### src/rtl/fp_subtractor_seq.sv
// Multi-cycle IEEE-754 single-precision subtractor (result = data1 - data2) with iterative align/normalize.
// Optional round-to-nearest-even datapath (27 bits, extra ROUND cycle) enabled by defining ROUND_NEAREST_EN.
module fp_subtractor_seq #(
  parameter int SHIFT_PER_CYCLE = 1,
  parameter int MAX_ALIGN       = 26
) (
  input  logic        CLK,
  input  logic        nRST,
  input  logic        in_valid,
  output logic        in_ready,
  input  logic [31:0] data1,
  input  logic [31:0] data2,
  output logic        out_valid,
  input  logic        out_ready,
  output logic [31:0] result,
  output logic        overflow,
  output logic        underflow
);

`ifdef ROUND_NEAREST_EN
  localparam int GRS = 3;
`else
  localparam int GRS = 0;
`endif
  localparam int MW = 25 + GRS;  // carry + hidden + 23 fraction (+ guard/round/sticky)
  localparam int HB = 23 + GRS;
  localparam int CB = 24 + GRS;
  localparam logic [7:0]  SPC  = 8'(SHIFT_PER_CYCLE);
  localparam logic [7:0]  MAXA = 8'(MAX_ALIGN);
  localparam logic [31:0] QNAN = 32'h7FC0_0000;

`ifdef ROUND_NEAREST_EN
  typedef enum logic [2:0] {S_IDLE, S_ALIGN, S_SUB, S_NORM, S_ROUND, S_DONE} state_t;
`else
  typedef enum logic [2:0] {S_IDLE, S_ALIGN, S_SUB, S_NORM, S_DONE} state_t;
`endif

  function automatic logic [31:0] pack(input logic s, input logic [7:0] e, input logic [22:0] f);
    return {s, e, f};
  endfunction

  state_t        state;
  logic          sign_a, sign_b;
  logic [7:0]    exp_r;
  logic [MW-1:0] mant_a, mant_b;
  logic [7:0]    cnt;

  // Operand unpack; subtraction is done as addition of the negated subtrahend.
  logic        s1, s2;
  logic [7:0]  e1, e2;
  logic [22:0] f1, f2;
  logic [MW-1:0] m1, m2;
  logic        a_big;
  logic [7:0]  diff;

  assign s1 = data1[31];
  assign s2 = ~data2[31];
  assign e1 = data1[30:23];
  assign e2 = data2[30:23];
  assign f1 = data1[22:0];
  assign f2 = data2[22:0];
  assign m1 = {{(MW-24){1'b0}}, 1'b1, f1} << GRS;
  assign m2 = {{(MW-24){1'b0}}, 1'b1, f2} << GRS;
  assign a_big = (e1 >= e2);
  assign diff  = a_big ? (e1 - e2) : (e2 - e1);

  logic        spec_hit, spec_ov;
  logic [31:0] spec_res;
  logic        z1, z2, inf1, inf2, nan1, nan2;

  assign z1   = (e1 == 8'h00);
  assign z2   = (e2 == 8'h00);
  assign inf1 = (e1 == 8'hFF) && (f1 == 23'h0);
  assign inf2 = (e2 == 8'hFF) && (f2 == 23'h0);
  assign nan1 = (e1 == 8'hFF) && (f1 != 23'h0);
  assign nan2 = (e2 == 8'hFF) && (f2 != 23'h0);

  // NOTE: every always_comb output gets a default first so no path leaves it unassigned (no latch).
  always_comb begin
    spec_hit = 1'b1;
    spec_ov  = 1'b0;
    spec_res = 32'h0;
    if (nan1 || nan2 || (inf1 && inf2 && (s1 != s2))) begin
      spec_res = QNAN;
      spec_ov  = 1'b1;
    end else if (inf1) begin
      spec_res = {s1, 8'hFF, 23'h0};
      spec_ov  = 1'b1;
    end else if (inf2) begin
      spec_res = {s2, 8'hFF, 23'h0};
      spec_ov  = 1'b1;
    end else if (z1 && z2) begin
      spec_res = 32'h0;
    end else if (z2) begin
      spec_res = data1;
    end else if (z1) begin
      spec_res = {s2, data2[30:0]};
    end else begin
      spec_hit = 1'b0;
    end
  end

  // Alignment step: the last step may be shorter than SHIFT_PER_CYCLE.
  logic [7:0]    astep;
  logic [MW-1:0] mant_b_sh;
  always_comb begin
    astep     = (cnt < SPC) ? cnt : SPC;
    mant_b_sh = mant_b >> astep;
`ifdef ROUND_NEAREST_EN
    mant_b_sh[0] = mant_b_sh[0] | (|(mant_b & ~({MW{1'b1}} << astep)));
`endif
  end

  logic [MW-1:0] sum;
  logic          sum_sign;
  always_comb begin
    if (sign_a == sign_b) begin
      sum      = mant_a + mant_b;
      sum_sign = sign_a;
    end else if (mant_a >= mant_b) begin
      sum      = mant_a - mant_b;
      sum_sign = sign_a;
    end else begin
      sum      = mant_b - mant_a;
      sum_sign = sign_b;
    end
  end

  // Left-normalize step: never shift past the hidden-bit position.
  logic [7:0]    lstep;
  logic [MW-1:0] mant_l, mant_r;
  always_comb begin
    lstep = SPC;
    for (int k = SHIFT_PER_CYCLE; k >= 1; k--) begin
      if (mant_a[HB-k]) lstep = 8'(k);
    end
    mant_l = mant_a << lstep;
    mant_r = mant_a >> 1;
`ifdef ROUND_NEAREST_EN
    mant_r[0] = mant_r[0] | mant_a[0];
`endif
  end

`ifdef ROUND_NEAREST_EN
  logic        rnd_up;
  logic [24:0] rnd;
  always_comb begin
    rnd_up = mant_a[GRS-1] & ((|mant_a[GRS-2:0]) | mant_a[GRS]);
    rnd    = {1'b0, mant_a[HB:GRS]} + {24'h0, rnd_up};
  end
`endif

  // NOTE: sequential state uses non-blocking assignments so every flop samples pre-edge values.
  always_ff @(posedge CLK) begin
    if (!nRST) begin
      state     <= S_IDLE;
      in_ready  <= 1'b1;
      out_valid <= 1'b0;
      result    <= 32'h0;
      overflow  <= 1'b0;
      underflow <= 1'b0;
      // NOTE: datapath registers are not reset; they are always loaded on capture before use.
    end else begin
      case (state)
        S_IDLE: begin
          if (in_valid) begin
            in_ready <= 1'b0;
            if (spec_hit) begin
              result    <= spec_res;
              overflow  <= spec_ov;
              underflow <= 1'b0;
              out_valid <= 1'b1;
              state     <= S_DONE;
            end else begin
              sign_a <= a_big ? s1 : s2;
              sign_b <= a_big ? s2 : s1;
              exp_r  <= a_big ? e1 : e2;
              mant_a <= a_big ? m1 : m2;
              mant_b <= a_big ? m2 : m1;
              cnt    <= diff;
              state  <= (diff == 8'h0) ? S_SUB : S_ALIGN;
            end
          end
        end

        S_ALIGN: begin
          if (cnt > MAXA) begin
`ifdef ROUND_NEAREST_EN
            mant_b <= MW'(1);
`else
            mant_b <= '0;
`endif
            cnt    <= 8'h0;
            state  <= S_SUB;
          end else begin
            mant_b <= mant_b_sh;
            cnt    <= cnt - astep;
            if (cnt == astep) state <= S_SUB;
          end
        end

        S_SUB: begin
          if (sum == '0) begin
            result    <= 32'h0;
            overflow  <= 1'b0;
            underflow <= 1'b0;
            out_valid <= 1'b1;
            state     <= S_DONE;
          end else begin
            mant_a <= sum;
            sign_a <= sum_sign;
            if (sum[CB] || !sum[HB]) begin
              state <= S_NORM;
            end else begin
`ifdef ROUND_NEAREST_EN
              state <= S_ROUND;
`else
              result    <= pack(sum_sign, exp_r, sum[HB-1:GRS]);
              overflow  <= 1'b0;
              underflow <= 1'b0;
              out_valid <= 1'b1;
              state     <= S_DONE;
`endif
            end
          end
        end

        S_NORM: begin
          if (mant_a[CB]) begin
            if (exp_r == 8'd254) begin
              result    <= {sign_a, 8'hFF, 23'h0};
              overflow  <= 1'b1;
              underflow <= 1'b0;
              out_valid <= 1'b1;
              state     <= S_DONE;
            end else begin
              exp_r  <= exp_r + 8'd1;
              mant_a <= mant_r;
`ifdef ROUND_NEAREST_EN
              state  <= S_ROUND;
`else
              result    <= pack(sign_a, exp_r + 8'd1, mant_r[HB-1:GRS]);
              overflow  <= 1'b0;
              underflow <= 1'b0;
              out_valid <= 1'b1;
              state     <= S_DONE;
`endif
            end
          end else if (exp_r <= lstep) begin
            result    <= {sign_a, 31'h0};
            overflow  <= 1'b0;
            underflow <= 1'b1;
            out_valid <= 1'b1;
            state     <= S_DONE;
          end else begin
            exp_r  <= exp_r - lstep;
            mant_a <= mant_l;
            if (mant_l[HB]) begin
`ifdef ROUND_NEAREST_EN
              state <= S_ROUND;
`else
              result    <= pack(sign_a, exp_r - lstep, mant_l[HB-1:GRS]);
              overflow  <= 1'b0;
              underflow <= 1'b0;
              out_valid <= 1'b1;
              state     <= S_DONE;
`endif
            end
          end
        end

`ifdef ROUND_NEAREST_EN
        S_ROUND: begin
          overflow  <= 1'b0;
          underflow <= 1'b0;
          out_valid <= 1'b1;
          state     <= S_DONE;
          if (rnd[24]) begin
            if (exp_r == 8'd254) begin
              result   <= {sign_a, 8'hFF, 23'h0};
              overflow <= 1'b1;
            end else begin
              result <= pack(sign_a, exp_r + 8'd1, rnd[23:1]);
            end
          end else begin
            result <= pack(sign_a, exp_r, rnd[22:0]);
          end
        end
`endif

        S_DONE: begin
          if (out_ready) begin
            out_valid <= 1'b0;
            in_ready  <= 1'b1;
            state     <= S_IDLE;
          end
        end

        default: state <= S_IDLE;
      endcase
    end
  end

endmodule

### config.mk
export PLATFORM = sky130hd
export DESIGN_NAME = fp_subtractor_seq
export DESIGN_NICKNAME = d
export VERILOG_FILES = /design/src/rtl/fp_subtractor_seq.sv
export SDC_FILE = /design/constraint.sdc
export NUM_CORES = 1
export LEC_CHECK = 0
export BUFFER_PORTS_ARGS = -buffer_cell sky130_fd_sc_hd__buf_4
export CORE_MARGIN = 5
export CORE_UTILIZATION = 55
export CTS_CLUSTER_SIZE = 12
export DETAILED_ROUTE_END_ITERATION = 8
export PLACE_DENSITY = 0.82
export SLEW_MARGIN = 20
export SYNTH_ARGS = -nofsm -noshare
export SYNTH_HDL_FRONTEND = slang
export SYNTH_SLANG_ARGS = --single-unit
export TNS_END_PERCENT = 1
### constraint.sdc
create_clock -name CLK -period 8.22 [get_ports CLK]
set_input_delay 1.644 -clock CLK [delete_from_list [all_inputs] [get_ports CLK]]
set_output_delay 1.644 -clock CLK [all_outputs]
set_load 0.005 [all_outputs]
==> flow_summary.toml <==
[sta]
fin_crit_sh_pct = 75.8
hold_viol_final = 0
fin_tns_setup_ns = 0
hold_ws_ns = 0.468
slew_headroom_pct = 27.3
tightest_slew_ns = 1.08
finalSetupViolations = 0
period_needed_ns = 6.23
rsz0062_at_grt = "false"
fin_worst_skew_ns = 0.0122
fmax_mhz = 161
fin_ws_ns = 1.99
slew_viol_final = 0

[cells_and_area]
multi_input_area_um2 = 8490
fillCellCount = 1956
fin_nets = 1756
layout_common_cells = "139 x a21oi_1, 131 x nand2_1, 125 x buf_4"
area_growth_pct = 10.3
fin_util_pct = 61.3
drive_above_1_share_pct = 12.1
layout_commonest_cell = "a21oi_1"
regArea_um2 = 2820
n_antenna_cell = 0

[place]
dp_hpwl_mm = 34.5
place_congestion = 1.06
preCtsSetupSlack_ns = 2.20
numPortBuffers = 103

[grt]
grt_pass1_vias = 12200
track_usage_pct = 35.0
grt_pass1_wl_mm = 68.6
grt_overflow = 0
antenna_found_initial = 0
grt_max_degree = 54

[clock_network]
postCtsHoldBufs = 0
postCtsResizedCells = 0
cts_root_buf = "clkbuf_16"
clock_path_buffers = 2
cts_tree = "built"
postCtsSetupBuffers = 0
cts_max_level = 3
clkSinkCount = 107
clkSlewWorstSetupHoldPaths_ns = 0.08
clock_latency_ns = 0.37
cts_made_buffers = 9

[pwr]
seq_power_share_pct = 21.4
powerDensity_nw_per_um2 = 316
p_leak_nw = 5.41
p_sw_share_pct = 54.2
clkPwrFrac_pct = 10.9
pwr-share-comb_pct = 67.7
internal-power_mw = 1.93
power_switching_mw = 2.28
vdd_drop_max_uv = 192

[critical_path]
crit_family = "compound AO/OA/AOI/OAI gates"
cp_slowest_cell = "o31ai_2"
critPathBufInv = 1
reg2reg_from = "mant_a[14]$_DFFE_PP_"
path_max_fanout = 17
startpoint_type = "flip-flop"
cp_data_arrival_time_ns = 6.54
worst_path_largest_cell_delay_ns = 1.06
path_class = "reg -> reg"
regToRegSetupSlack_ns = 1.99
crit_path_end_kind = "flip-flop"
crit_path_start = "mant_a[14]$_DFFE_PP_"
worstRegToRegCells = 13
timing.rr.end = "result[31]$_SDFFE_PN0P_"
crit_chain = "inv_1, ha_1, nand4_1, nor4_1, a311oi_1, and3_1, nand2_2, o311ai_1, nand3b_1, a2111oi_1, nand4_2, o31ai_2, o221a_1"
crit_required_ns = 8.53

[synth]
synth_fp_nets = 1723
yosys_most_used_dff = "edfxtp_1"
synth-edff-count = 68
syn_area_per_cell_um2 = 7.78
postSynthCellCount = 1554
syn_area_um2 = 12100
yosysUniqueCellTypes = 84
synth_seq_cells = 107
synth_warnings = 0
synth-async-reset-ratio_pct = 0
ys_seq_area_share_pct = 23.4

[flow_run]
max_cap_violations = 0

[min_path]
hp-class = "reg -> reg"
hold_start = "result[16]$_SDFFE_PN0P_"
hold_depth = 2
min_to = "result[16]$_SDFFE_PN0P_"

[route]
drt.antenna.violating_nets = 0
drt-initial-drc-count = 1411
drt_drc_violations_left = 0
dr.pass1.iters = 8
finalWirelength_mm = 44.4
routed_via_density = 6.91
wl_per_cell_um = 23.7
via_count = 12900

[outcome]
status = "finished, final reports clean"

[floorplan]
num_rows = 54
initial_utilization_pct = 55.5
core_um2 = 21800
ios = 104
die_w_um = 158
die-area_um2 = 25000
fp.dieH_um = 158
-- power groups by stage --
stage / clock, mW / sequential [mW] / combinational [mW]
final: 0.457 / 0.903 / 2.85
after CTS: 0.457 / 0.897 / 2.74
after global placement: 0 / 0.904 / 2.73
after floorplan: 0 / 0.848 / 1.96
after global routing: 0.478 / 0.920 / 3.04
after detailed placement: 0 / 0.909 / 2.72
-- worst max path at each step --
stage	cells after the start	to	slack (ns)
final	13	result[31]$_SDFFE_PN0P_	1.99
after global routing	13	result[31]$_SDFFE_PN0P_	1.72
after CTS	13	result[31]$_SDFFE_PN0P_	2.17
after detailed placement	13	result[31]$_SDFFE_PN0P_	2.20
after global placement	13	result[31]$_SDFFE_PN0P_	2.34
after floorplan	8	mant_b[0]$_DFFE_PP_	2.59
-- state kept, by name, indices dropped and copies added, names as in the netlist, 3 cells and up --
name and count:
exp_r 8, mant_b 25, state 3, cnt 8
result 32, mant_a 25
-- kinds of logic after synthesis --
logic type	after synthesis	synth area share [%]
AO/OA/AOI/OAI	542	29.8
XOR/XNOR	42	3.04
adder cells (fa/ha/maj)	101	10.8
buffers and inverters	210	6.99
flip-flops	107	23.4
multiplexers	84	7.06
AND/OR/NAND/NOR	468	18.9
-- per-stage QoR --
step           area, um^2  total power, mW  instances
3_5_place_dp        13000             3.63       1855
6_report            13300             4.21       1872
4_1_cts             13300             4.09       1871
5_1_grt             13300             4.44       1872
2_1_floorplan       12100             2.80       1554
3_3_place_gp        13000             3.64       1855
-- cell usage after synthesis (7+ instances only) --
cell type	instances	share of area, %
o21ai_0	100	4.1
o21bai_1	15	0.93
nand4_1	34	1.8
a221oi_2	8	0.99
a211o_1	8	0.58
a22oi_1	30	1.9
dfxtp_1	39	6.5
o22ai_1	38	2.0
ha_1	96	9.9
edfxtp_1	68	17
o21a_1	7	0.43
nor2b_1	19	0.98
xnor2_1	36	2.6
a211oi_1	17	1.1
a221o_1	16	1.3
buf_2	15	0.62
clkbuf_1	76	2.4
o211ai_1	26	1.6
inv_1	102	3.2
nor2_1	126	3.9
nand2b_1	17	0.88
a31oi_1	15	0.78
a21o_1	20	1.2
o21ai_1	13	0.54
nor4_1	29	1.5
mux2i_1	74	6.1
nand3_1	31	1.3
nand2_1	131	4.1
o221ai_1	9	0.65
o31ai_1	18	1.1
nor3_1	32	1.3
a221oi_1	12	0.87
mux2_2	10	0.93
a21oi_1	139	5.8
-- cell type report --
type	instances	share of cell area, %
Tap cell	280	2.63
Timing Repair Buffer	126	7.25
Clock inverter	7	0.610
Sequential cell	107	21.2
Inverter	106	2.99
Clock buffer	9	1.69
Multi-Input combinational cell	1237	63.7
-- layer usage --
metal / vias up / GRT usage, % / part of all wire [%]
li1: 5867 / - / -
met1: 6095 / 45.6 / 39
met2: 806 / 54.6 / 45
met3: 166 / 7.44 / 10
met4: 0 / 18.3 / 5.9
met5: - / 0 / 0
-- worst reg2reg max path, delay by kind of cell (launching register included) --
kind	cells	cell delay (ns)
AOI/OAI and AO/OA	5	3.00
adders and majority gates	1	0.55
buffers and inverters	1	0.07
DFF	1	0.45
and+or+nand+nor	6	2.10
Power figures use the tool's default switching activity.
